[src/rtl/rf_wb_arbiter.sv]
// rf_wb_arbiter: round-robin write-back arbiter for the register file's single
// write port. It also keeps a busy scoreboard of the destination registers and
// a saturating count of stall cycles.
module rf_wb_arbiter #(
  parameter int DATA_WIDTH = 32,
  parameter int ADDR_WIDTH = 5
) (
  input  logic                       clk,
  input  logic                       rst,
  input  logic                       req0_valid,
  input  logic [ADDR_WIDTH-1:0]      req0_addr,
  input  logic [DATA_WIDTH-1:0]      req0_data,
  output logic                       req0_ready,
  input  logic                       req1_valid,
  input  logic [ADDR_WIDTH-1:0]      req1_addr,
  input  logic [DATA_WIDTH-1:0]      req1_data,
  output logic                       req1_ready,
  input  logic                       rsv_valid,
  input  logic [ADDR_WIDTH-1:0]      rsv_addr,
  output logic                       rsv_ready,
  output logic [(1<<ADDR_WIDTH)-1:0] busy_mask,
  output logic                       rf_wen,
  output logic [ADDR_WIDTH-1:0]      rf_waddr,
  output logic [DATA_WIDTH-1:0]      rf_wdata,
  output logic [15:0]                stall_cnt
);

  localparam int NREG = 1 << ADDR_WIDTH;

  logic                  last_q, last_d;
  logic [NREG-1:0]       busy_q, busy_d;
  logic                  wen_q;
  logic [ADDR_WIDTH-1:0] waddr_q;
  logic [DATA_WIDTH-1:0] wdata_q;
  logic [15:0]           stall_q, stall_d;

  logic                  xfer;
  logic [ADDR_WIDTH-1:0] xferAddr;
  logic [DATA_WIDTH-1:0] xferData;
  logic                  stallEvent;

  // Grant decision: a lone requester always wins; on contention the requester
  // that did not win last time goes first. Grants are suppressed while in reset.
  always_comb begin
    req0_ready = 1'b0;
    req1_ready = 1'b0;
    if (rst) begin
      req0_ready = req0_valid && (!req1_valid || last_q);
      req1_ready = req1_valid && (!req0_valid || !last_q);
    end
    xfer       = req0_ready || req1_ready;
    xferAddr   = req1_ready ? req1_addr : req0_addr;
    xferData   = req1_ready ? req1_data : req0_data;
    stallEvent = (req0_valid && !req0_ready) || (req1_valid && !req1_ready);
  end

  // Reservation acceptance: r0 never becomes busy, so it is always accepted.
  always_comb begin
    rsv_ready = rst && rsv_valid && ((rsv_addr == '0) || !busy_q[rsv_addr]);
  end

  // Next-state for pointer, scoreboard and stall counter; the set is applied
  // after the clear so a same-edge set keeps the bit for the new producer.
  always_comb begin
    last_d  = last_q;
    busy_d  = busy_q;
    stall_d = stall_q;
    if (xfer) begin
      last_d           = req1_ready;
      busy_d[xferAddr] = 1'b0;
    end
    if (rsv_ready && (rsv_addr != '0)) begin
      busy_d[rsv_addr] = 1'b1;
    end
    busy_d[0] = 1'b0;
    if (stallEvent && (stall_q != 16'hFFFF)) begin
      stall_d = stall_q + 16'd1;
    end
  end

  // State registers and the registered write port to the register file.
  always_ff @(posedge clk or negedge rst) begin
    if (!rst) begin
      last_q  <= 1'b1;
      busy_q  <= '0;
      stall_q <= '0;
      wen_q   <= 1'b0;
      waddr_q <= '0;
      wdata_q <= '0;
    end else begin
      last_q  <= last_d;
      busy_q  <= busy_d;
      stall_q <= stall_d;
      wen_q   <= xfer && (xferAddr != '0);
      if (xfer) begin
        waddr_q <= xferAddr;
        wdata_q <= xferData;
      end
    end
  end

  assign busy_mask = busy_q;
  assign rf_wen    = wen_q;
  assign rf_waddr  = waddr_q;
  assign rf_wdata  = wdata_q;
  assign stall_cnt = stall_q;

endmodule
[config.mk]
export PLATFORM = sky130hd
export DESIGN_NAME = rf_wb_arbiter
export DESIGN_NICKNAME = d
export VERILOG_FILES = /design/src/rtl/rf_wb_arbiter.sv
export SDC_FILE = /design/constraint.sdc
export NUM_CORES = 1
export LEC_CHECK = 0
export CAP_MARGIN = 20
export CORE_MARGIN = 1
export CORE_UTILIZATION = 48
export CTS_CLUSTER_DIAMETER = 50
export DETAILED_ROUTE_END_ITERATION = 8
export PLACE_DENSITY_LB_ADDON = 0.15
export SLEW_MARGIN = 0
export SYNTH_ARGS = -nofsm -noshare
export SYNTH_HDL_FRONTEND = slang
export SYNTH_SLANG_ARGS = --single-unit
[constraint.sdc]
create_clock -name clk -period 4.74 [get_ports clk]
set_clock_uncertainty 0.05 [all_clocks]
set_input_delay 0.948 -clock clk [delete_from_list [all_inputs] [get_ports clk]]
set_output_delay 0.948 -clock clk [all_outputs]
set_load 0.01 [all_outputs]
==> reports/qor.csv, run 1 <==
stage,metric,value,unit
worst_setup_path,type of origin of the critical path,input port,
routing,Via Count,4410,
yosys,Post-synth EDFFs,0,
grt,vias in the first global route,4273,
routing,1st-pass router iterations,5,
cells_and_area,register area,0.00215,mm^2
cts,CTS tree,done,
power_and_ir_drop,Leak Pwr,2.60,nW
yosys,Synth Instances,474,
sta,unrepaired setup endpoints after global routing,false,
cts,clock slew seen by the registers of the worst setup and hold paths,100,ps
power_and_ir_drop,Switching Fraction,32.7,%
routing,drt initial violations,271,
yosys,Area contributors post-synth,"dfrtp_1 47%, nand2_1 7.3%, o31ai_1 6.7%",
worst_setup_path,CP dominant cell by count,clkdlybuf4s50_1,
worst_setup_path,WP data arrival,3510,ps
cells_and_area,layout cell share with drive strength beyond 1,7.51,%
yosys,post-synth top area cell,dfrtp_1,
cts,PostCTS Resize Cnt,0,
cells_and_area,FILL cells,723,
routing,final wirelength,13300,um
power_and_ir_drop,Switch Pwr,0.000746,W
sta,Tmin final,4510,ps
power_and_ir_drop,share of total power in sequential cells,43.6,%
grt,largest net degree at the start of global routing,73,
yosys,Yosys reg bits,86,
worst_setup_path,CP max stage cell,clkdlybuf4s50_1,
hold_path,Hold Crit Class,in -> async,
worst_setup_path,worst path bufs/invs,3,
sta,Slew HR,41.5,%
yosys,register area share after synthesis,47.7,%
cells_and_area,"commonest cells after routing, fill and taps aside","170 x clkdlybuf4s50_1, 88 x nand2_1, 85 x dfrtp_1",
worst_setup_path,critical path required time,3740,ps
placed_design,"worst slack, placed",231,ps
cells_and_area,"commonest non-fill, non-tap cell in the layout",clkdlybuf4s50_1,
worst_setup_path,Crit Path Max Fanout,13,
yosys,Yosys Warn Count,0,
cts,clk sinks,86,
sta,Final Cycle Share,95.2,%
routing,DRC,0,
grt,grt total ovfl,0,
cts,H-tree depth,3,
yosys,Post-synth ARST share,100,%
cts,CTS max path bufs,2,
cts,quantity of hold-fixing buffers added after cts,0,
yosys,Syn Nets,559,
worst_setup_path,CP Cell Sequence,"clkdlybuf4s50_1, buf_4, and2b_2, a31oi_1, o311a_4, o21ai_0, nor3_1, clkdlybuf4s50_1",
sta,final setup vio count,0,
grt,initial antenna violation count,0,
power_and_ir_drop,clock network fraction of design power,23.7,%
sta,endpoints failing hold,0,
yosys,Yosys cell types,61,
placed_design,dpl hpwl,9460,um
floorplan,Die Wd,99.0,um
cells_and_area,Area Growth Syn to Fin,42.7,%
floorplan,CORE AREA,0.00915,mm^2
worst_setup_path,Worst R2R Setup Slack,2140,ps
power_and_ir_drop,Comb power frac,32.6,%
worst_setup_path,Top delay family on crit path,buffers and inverters,
power_and_ir_drop,pwr dens,354,mW/mm^2
sta,max-slew violations,0,
cts,Root Driver,clkbuf_8,
worst_setup_path,CP Capture Type,output port,
cells_and_area,Multi-input gate area,0.00215,mm^2
routing,Wirelength per Cell,17.7,um
worst_setup_path,Reg2Reg Depth,6,
cts,Num CTS Buffers,9,
cts,postcts setup bufs,0,
yosys,Mean Syn Cell Area,9.52,um^2
power_and_ir_drop,internal power,0.00153,W
floorplan,Die Ht,99.0,um
worst_setup_path,R2R Path End,busy_mask[25],
placed_design,routability cong.,0.941,
worst_setup_path,class of the most critical setup path,in -> out,
cells_and_area,fin nets,719,
cts,clk_lat worst skew,360,ps
floorplan,DIE AREA,0.00979,mm^2
worst_setup_path,max incr delay on CP,590,ps
placed_design,Port-buffer cells,171,
routing,post-DR vias/cell,5.88,
floorplan,num rows,35,
sta,f_max,0.222,GHz
sta,final setup TNS,0,ps
yosys,synthesized area,0.00451,mm^2
power_and_ir_drop,Worst VDD drop,0.222,mV
grt,GRT Overall Usage,27.9,%
run_status,status,finished clean,
cells_and_area,Ant. Diodes,0,
routing,post-route ant nets,0,
yosys,prevailing post-synth register cell,dfrtp_1,
floorplan,I/O pin count,173,
yosys,top cell type's share of synthesized area,47.1,%
sta,hold_ws,400,ps
flow_run,maxcap violations,0,
floorplan,Initial Util,49.3,%
sta,Slew @ Worst Pin,861,ps
sta,setup ws final,230,ps
worst_setup_path,R2R Path Start,last_q,
grt,first-pass GRT wire length,21500,um
==> stage by stage <==
step	util [%]	total power (W)	area (um^2)	instances
6_report	70.3	0.00228	6440	750
5_1_grt	70.3	0.00240	6440	750
4_1_cts	70.2	0.00229	6430	749
3_5_place_dp	68.0	0.00175	6220	733
3_3_place_gp	68.0	0.00172	6220	733
2_1_floorplan	-	0.00131	4510	474
==> cell usage after synthesis, drive strengths merged, types with 7 or more instances <==
cell type and n:
nand4 8, xnor2 10, nor3 7, nand2 90, dfrtp 85, o21ai 25
o31ai 40, nand2b 8, buf 20, a21oi 8, nor2 43, nand3 8
mux2i 10, clkbuf 10, a31oi 39
==> worst max-delay path by stage <==
stage               slack, ps  depth (start not counted)        end         from
global placement          300                          7  rsv_ready  rsv_addr[0]
floorplan                1430                          6  rsv_ready  rsv_addr[0]
CTS                       230                          8  rsv_ready  rsv_addr[0]
finish                    230                          8  rsv_ready  rsv_addr[0]
detailed placement        230                          8  rsv_ready  rsv_addr[0]
global route              100                          8  rsv_ready  rsv_addr[0]
==> flip-flops by register name, summed over array words and instances (netlist names) <==
register / cells
stall_cnt: 16
rf_wdata: 32
last_q: 1
rf_waddr: 5
busy_mask: 31
rf_wen: 1
==> logic make-up after synthesis <==
| family | synth area share (%) |
|---|---|
| AND/OR/NAND/NOR | 20.6 |
| AO/OA/AOI/OAI | 19.2 |
| flip-flops | 47.7 |
| buffers and inverters | 4.60 |
| multiplexers | 4.96 |
| XOR/XNOR | 2.52 |
| adder cells (fa/ha/maj) | 0.277 |
| other | 0.0831 |
==> worst reg2reg max path, cell delays in order, from the launching register on <==
cell     delay [ps]
dfstp_2         570
nand2_1         150
nand2_2         130
buf_4           420
mux2i_2         800
o31ai_1         230
o31ai_1         140
==> final cells by class <==
type | count | area share [%]
clock inverter | 7 | 1.24
sequential | 86 | 33.5
inverter | 5 | 0.292
multi-input combinational | 353 | 33.4
timing repair buffer | 179 | 27.5
clock buffer | 9 | 1.92
tap | 111 | 2.16
==> power by group through the flow <==
stage / logic, W / clock network, W / registers, W
floorplan: 0.000267 / 0 / 0.00104
detailed placement: 0.000742 / 0 / 0.00100
global placement: 0.000722 / 0 / 0.000998
finish: 0.000744 / 0.000540 / 0.000994
CTS: 0.000746 / 0.000550 / 0.000992
global route: 0.000806 / 0.000584 / 0.00101
==> layer usage <==
| layer | wire length [um] | track usage [%] | vias to the layer above |
|---|---|---|---|
| met4 | 204 | 8.96 | 0 |
| met1 | 5430 | 35.1 | 2145 |
| met2 | 6520 | 46.9 | 204 |
| met3 | 1110 | 7.52 | 22 |
| met5 | 0 | 0 | - |
| li1 | - | - | 2039 |
(Power assumes the default switching activity.)
==> run 2, diff against run 1 <==
- CORE_MARGIN: 1 -> 5
==> reports/qor.csv, run 2 (same netlist as run 1, synthesis figures left out) <==
stage,metric,value,unit
run_status,status,finished clean,
floorplan,I/O pin count,173,
routing,DRC,0,
sta,final setup TNS,0,ps
cts,Num CTS Buffers,9,
cells_and_area,fin nets,718,
floorplan,Initial Util,49.1,%
worst_setup_path,WP data arrival,3340,ps
worst_setup_path,CP max stage cell,mux4_1,
worst_setup_path,CP dominant cell by count,clkdlybuf4s50_1,
worst_setup_path,Crit Path Max Fanout,17,
worst_setup_path,Worst R2R Setup Slack,2120,ps
grt,initial antenna violation count,0,
worst_setup_path,class of the most critical setup path,in -> out,
flow_run,maxcap violations,0,
sta,unrepaired setup endpoints after global routing,false,
cts,clk sinks,86,
grt,grt total ovfl,0,
placed_design,dpl hpwl,9710,um
worst_setup_path,R2R Path Start,last_q,
cells_and_area,layout cell share with drive strength beyond 1,7.37,%
placed_design,Port-buffer cells,171,
sta,final setup vio count,0,
cts,Root Driver,clkbuf_8,
cells_and_area,Ant. Diodes,0,
grt,largest net degree at the start of global routing,73,
floorplan,DIE AREA,0.0114,mm^2
floorplan,Die Wd,107,um
cts,PostCTS Resize Cnt,0,
routing,1st-pass router iterations,5,
routing,Wirelength per Cell,17.8,um
routing,post-route ant nets,0,
cts,postcts setup bufs,0,
floorplan,Die Ht,107,um
sta,Slew HR,35.1,%
cells_and_area,Final Core Density,69.7,%
worst_setup_path,CP Cell Sequence,"clkdlybuf4s50_1, buf_4, mux4_1, nand3_1, nand2_1, nor3_1, clkdlybuf4s50_1",
grt,GRT Overall Usage,23.7,%
cts,H-tree depth,3,
floorplan,CORE AREA,0.00920,mm^2
power_and_ir_drop,pwr dens,346,mW/mm^2
cts,clock slew seen by the registers of the worst setup and hold paths,80,ps
worst_setup_path,type of origin of the critical path,input port,
placed_design,routability cong.,0.917,
power_and_ir_drop,Worst VDD drop,0.153,mV
cells_and_area,"commonest non-fill, non-tap cell in the layout",clkdlybuf4s50_1,
sta,endpoints failing hold,0,
cells_and_area,max reg flops,32,
routing,drt initial violations,266,
cts,CTS tree,done,
grt,first-pass GRT wire length,21700,um
cts,clk_lat worst skew,350,ps
power_and_ir_drop,Final Power,0.00222,W
cts,CTS max path bufs,2,
worst_setup_path,max incr delay on CP,610,ps
sta,Final Cycle Share,91.5,%
sta,Tmin final,4340,ps
worst_setup_path,R2R Path End,busy_mask[27],
sta,setup ws final,403,ps
worst_setup_path,CP Capture Type,output port,
cells_and_area,Area Growth Syn to Fin,42.0,%
cells_and_area,design area,0.00641,mm^2
power_and_ir_drop,Leak Pwr,2.58,nW
sta,f_max,0.231,GHz
routing,Via Count,4397,
sta,max-slew violations,0,
worst_setup_path,Reg2Reg Depth,6,
placed_design,Placed Area,0.00622,mm^2
cts,quantity of hold-fixing buffers added after cts,0,
worst_setup_path,critical path required time,3740,ps
floorplan,num rows,35,
cells_and_area,"commonest cells after routing, fill and taps aside","170 x clkdlybuf4s50_1, 88 x nand2_1, 85 x dfrtp_1",
routing,post-DR vias/cell,5.87,
sta,Slew @ Worst Pin,954,ps
grt,vias in the first global route,4302,
routing,final wirelength,13300,um
placed_design,"worst slack, placed",410,ps
hold_path,Hold Crit Class,in -> async,
## run 2: changes by cell type in the layout (fill, tap and decap cells not counted)
cell and change:
clkbuf_8 +1, clkinvlp_4 +2, inv_6 -1, buf_4 -1
inv_8 -1, bufinv_16 -1
## run 2: final cells by class
| cell class | count | area [um^2] |
|---|---|---|
| tap | 111 | 139 |
| fill | 704 | 2790 |
| inverter | 5 | 18.8 |
| multi-input combinational | 353 | 2150 |
| clock inverter | 6 | 45.0 |
| sequential | 86 | 2150 |
| clock buffer | 10 | 138 |
| timing repair buffer | 178 | 1760 |
## run 2: worst max path at each step
stage           startpoint   endpoint  slack (ps)  cells past startpoint
6_report       rsv_addr[0]  rsv_ready         400                      7
5_1_grt        rsv_addr[0]  rsv_ready         220                      8
4_1_cts        rsv_addr[0]  rsv_ready         400                      7
3_5_place_dp   rsv_addr[0]  rsv_ready         410                      7
3_3_place_gp   rsv_addr[0]  rsv_ready         430                      7
2_1_floorplan  rsv_addr[0]  rsv_ready        1430                      6
## run 2: where the power goes
| group | total (W) | leakage [nW] | internal (W) | switching (W) |
|---|---|---|---|---|
| logic | 0.000742 | 1.45 | 0.000412 | 0.000330 |
| clock network | 0.000483 | 0.0853 | 0.000208 | 0.000275 |
| registers | 0.000991 | 1.05 | 0.000867 | 0.000123 |
| total | 0.00222 | 2.58 | 0.00149 | 0.000728 |
## run 2: critical path: cells and delay by family
kind | cells | cell delay [ps]
buffers and inverters | 3 | 1390
AND/OR/NAND/NOR | 3 | 380
multiplexers | 1 | 610
## run 2: per-layer routing
layer	GRT usage, %	share of wire (%)
met2	37.3	46
met5	0	0
met1	30.0	41
met3	8.31	11
met4	9.22	2.1
## run 2: metrics by stage
stage	hold slack, ps	std cells
2_1_floorplan	428	474
3_3_place_gp	420	732
3_5_place_dp	420	732
4_1_cts	416	748
5_1_grt	416	749
6_report	422	749
==> run 3, diff against run 2 <==
- clock period: 4.74 -> 5.57 ns (I/O delays scaled with it)
==> reports/qor.csv, run 3 (same netlist as run 1, synthesis figures left out) <==
stage,metric,value,unit
routing,metal1 wirelength,5260,um
cts,H-tree depth,3,
cts,CTS tree,done,
sta,hold_ws,450,ps
cts,postcts setup bufs,0,
cells_and_area,Area Growth Syn to Fin,42.5,%
cts,clk_lat worst skew,350,ps
worst_setup_path,CP Capture Type,output port,
power_and_ir_drop,pwr dens,300,mW/mm^2
sta,final setup TNS,0,ps
routing,WL met3,1630,um
floorplan,CORE AREA,0.00920,mm^2
cts,clock slew seen by the registers of the worst setup and hold paths,100,ps
floorplan,Initial Util,49.1,%
sta,unrepaired setup endpoints after global routing,false,
grt,grt total ovfl,0,
cells_and_area,fin nets,718,
sta,Tmin final,4990,ps
floorplan,Die Ht,107,um
grt,vias in the first global route,4318,
cts,quantity of hold-fixing buffers added after cts,0,
cts,Root Driver,clkbuf_8,
routing,final wirelength,13400,um
worst_setup_path,class of the most critical setup path,in -> out,
grt,initial antenna violation count,0,
cells_and_area,"commonest cells after routing, fill and taps aside","170 x clkdlybuf4s50_1, 88 x nand2_1, 85 x dfrtp_1",
worst_setup_path,type of origin of the critical path,input port,
placed_design,dpl hpwl,9840,um
cells_and_area,"commonest non-fill, non-tap cell in the layout",clkdlybuf4s50_1,
power_and_ir_drop,Worst VDD drop,0.141,mV
cells_and_area,Ant. Diodes,0,
sta,max-slew violations,0,
hold_path,Hold Crit Class,reg -> reg,
cells_and_area,layout cell share with drive strength beyond 1,7.37,%
sta,final setup vio count,0,
sta,f_max,0.200,GHz
cts,PostCTS Resize Cnt,0,
floorplan,num rows,35,
routing,1st-pass router iterations,5,
routing,uppermost layer routed,met4,
sta,Slew @ Worst Pin,909,ps
floorplan,I/O pin count,173,
placed_design,"worst slack, placed",597,ps
placed_design,routability cong.,0.897,
cells_and_area,max reg flops,32,
cts,CTS max path bufs,2,
power_and_ir_drop,Leak Pwr,2.60,nW
worst_setup_path,critical path required time,4410,ps
floorplan,Die Wd,107,um
grt,GRT Overall Usage,23.8,%
routing,Via Count,4333,
cts,clk sinks,86,
floorplan,DIE AREA,0.0114,mm^2
grt,first-pass GRT wire length,21700,um
run_status,status,finished clean,
sta,setup ws final,582,ps
routing,drt initial violations,225,
power_and_ir_drop,Final Power,0.00193,W
grt,largest net degree at the start of global routing,73,
worst_setup_path,WP data arrival,3820,ps
cts,Num CTS Buffers,9,
flow_run,maxcap violations,0,
sta,Final Cycle Share,89.5,%
routing,WL met2,6310,um
cells_and_area,FILL cells,737,
sta,Slew HR,38.2,%
worst_setup_path,Crit Path Max Fanout,10,
routing,DRC,0,
routing,post-DR vias/cell,5.79,
sta,endpoints failing hold,0,
routing,Wirelength per Cell,17.9,um
routing,post-route ant nets,0,
placed_design,Port-buffer cells,171,
[run 3: cell count changes in the layout (fill, tap and decap cells not counted), sizes merged]
| cell | before | now |
|---|---|---|
| clkinv | 1 | 3 |
| clkbuf | 10 | 9 |
| clkinvlp | 3 | 1 |
| bufinv | 0 | 1 |
[run 3: stage by stage]
step,instances,instance area [um^2],utilization (%)
floorplan,474,4510,-
global placement,732,6220,67.6
detailed placement,732,6220,67.6
CTS,748,6420,69.8
global route,749,6430,69.9
finish,749,6430,69.9
[run 3: layout make-up]
cell class | instances | area [um^2] | share of cell area [%]
clock buffers | 9 | 124 | 1.93
clock inverters | 7 | 80.1 | 1.25
inverters | 5 | 18.8 | 0.292
multi-input cells | 353 | 2150 | 33.5
flip-flops and latches | 86 | 2150 | 33.5
well taps | 111 | 139 | 2.16
repair buffers | 178 | 1760 | 27.4
[run 3: worst paths after layout]
kind	slack (ps)	endpoint	start	cells past startpoint
worst min-delay path	450	stall_cnt[4]	stall_cnt[4]	1
worst max register to register	2980	busy_mask[27]	last_q	6
max in group asynchronous	3740	rf_waddr[2]	rst	2
min in group asynchronous	650	busy_mask[2]	rst	1
worst min register to register	450	stall_cnt[4]	stall_cnt[4]	1
worst max-delay path	580	rsv_ready	rsv_addr[0]	8
[run 3: routing by layer]
layer	vias to the layer above	track usage, %
li1	2040	-
met1	2042	29.6
met2	239	37.6
met3	12	10.6
met4	0	7.03
met5	-	0
[run 3: power breakdown]
part	leakage, nW	switching [W]	internal (W)	total, W
Clock	0.102	0.000239	0.000213	0.000452
Sequential	1.05	0.000106	0.000738	0.000844
Combinational	1.45	0.000280	0.000350	0.000630
Total	2.60	0.000625	0.00130	0.00193
[run 3: critical path, stage by stage]
cell and delay, ps:
clkdlybuf4s50_1 790, buf_4 300, mux2i_1 260, o32ai_1 120, o31ai_1 380, nand2_1 100, nor3_1 180, clkdlybuf4s50_1 570
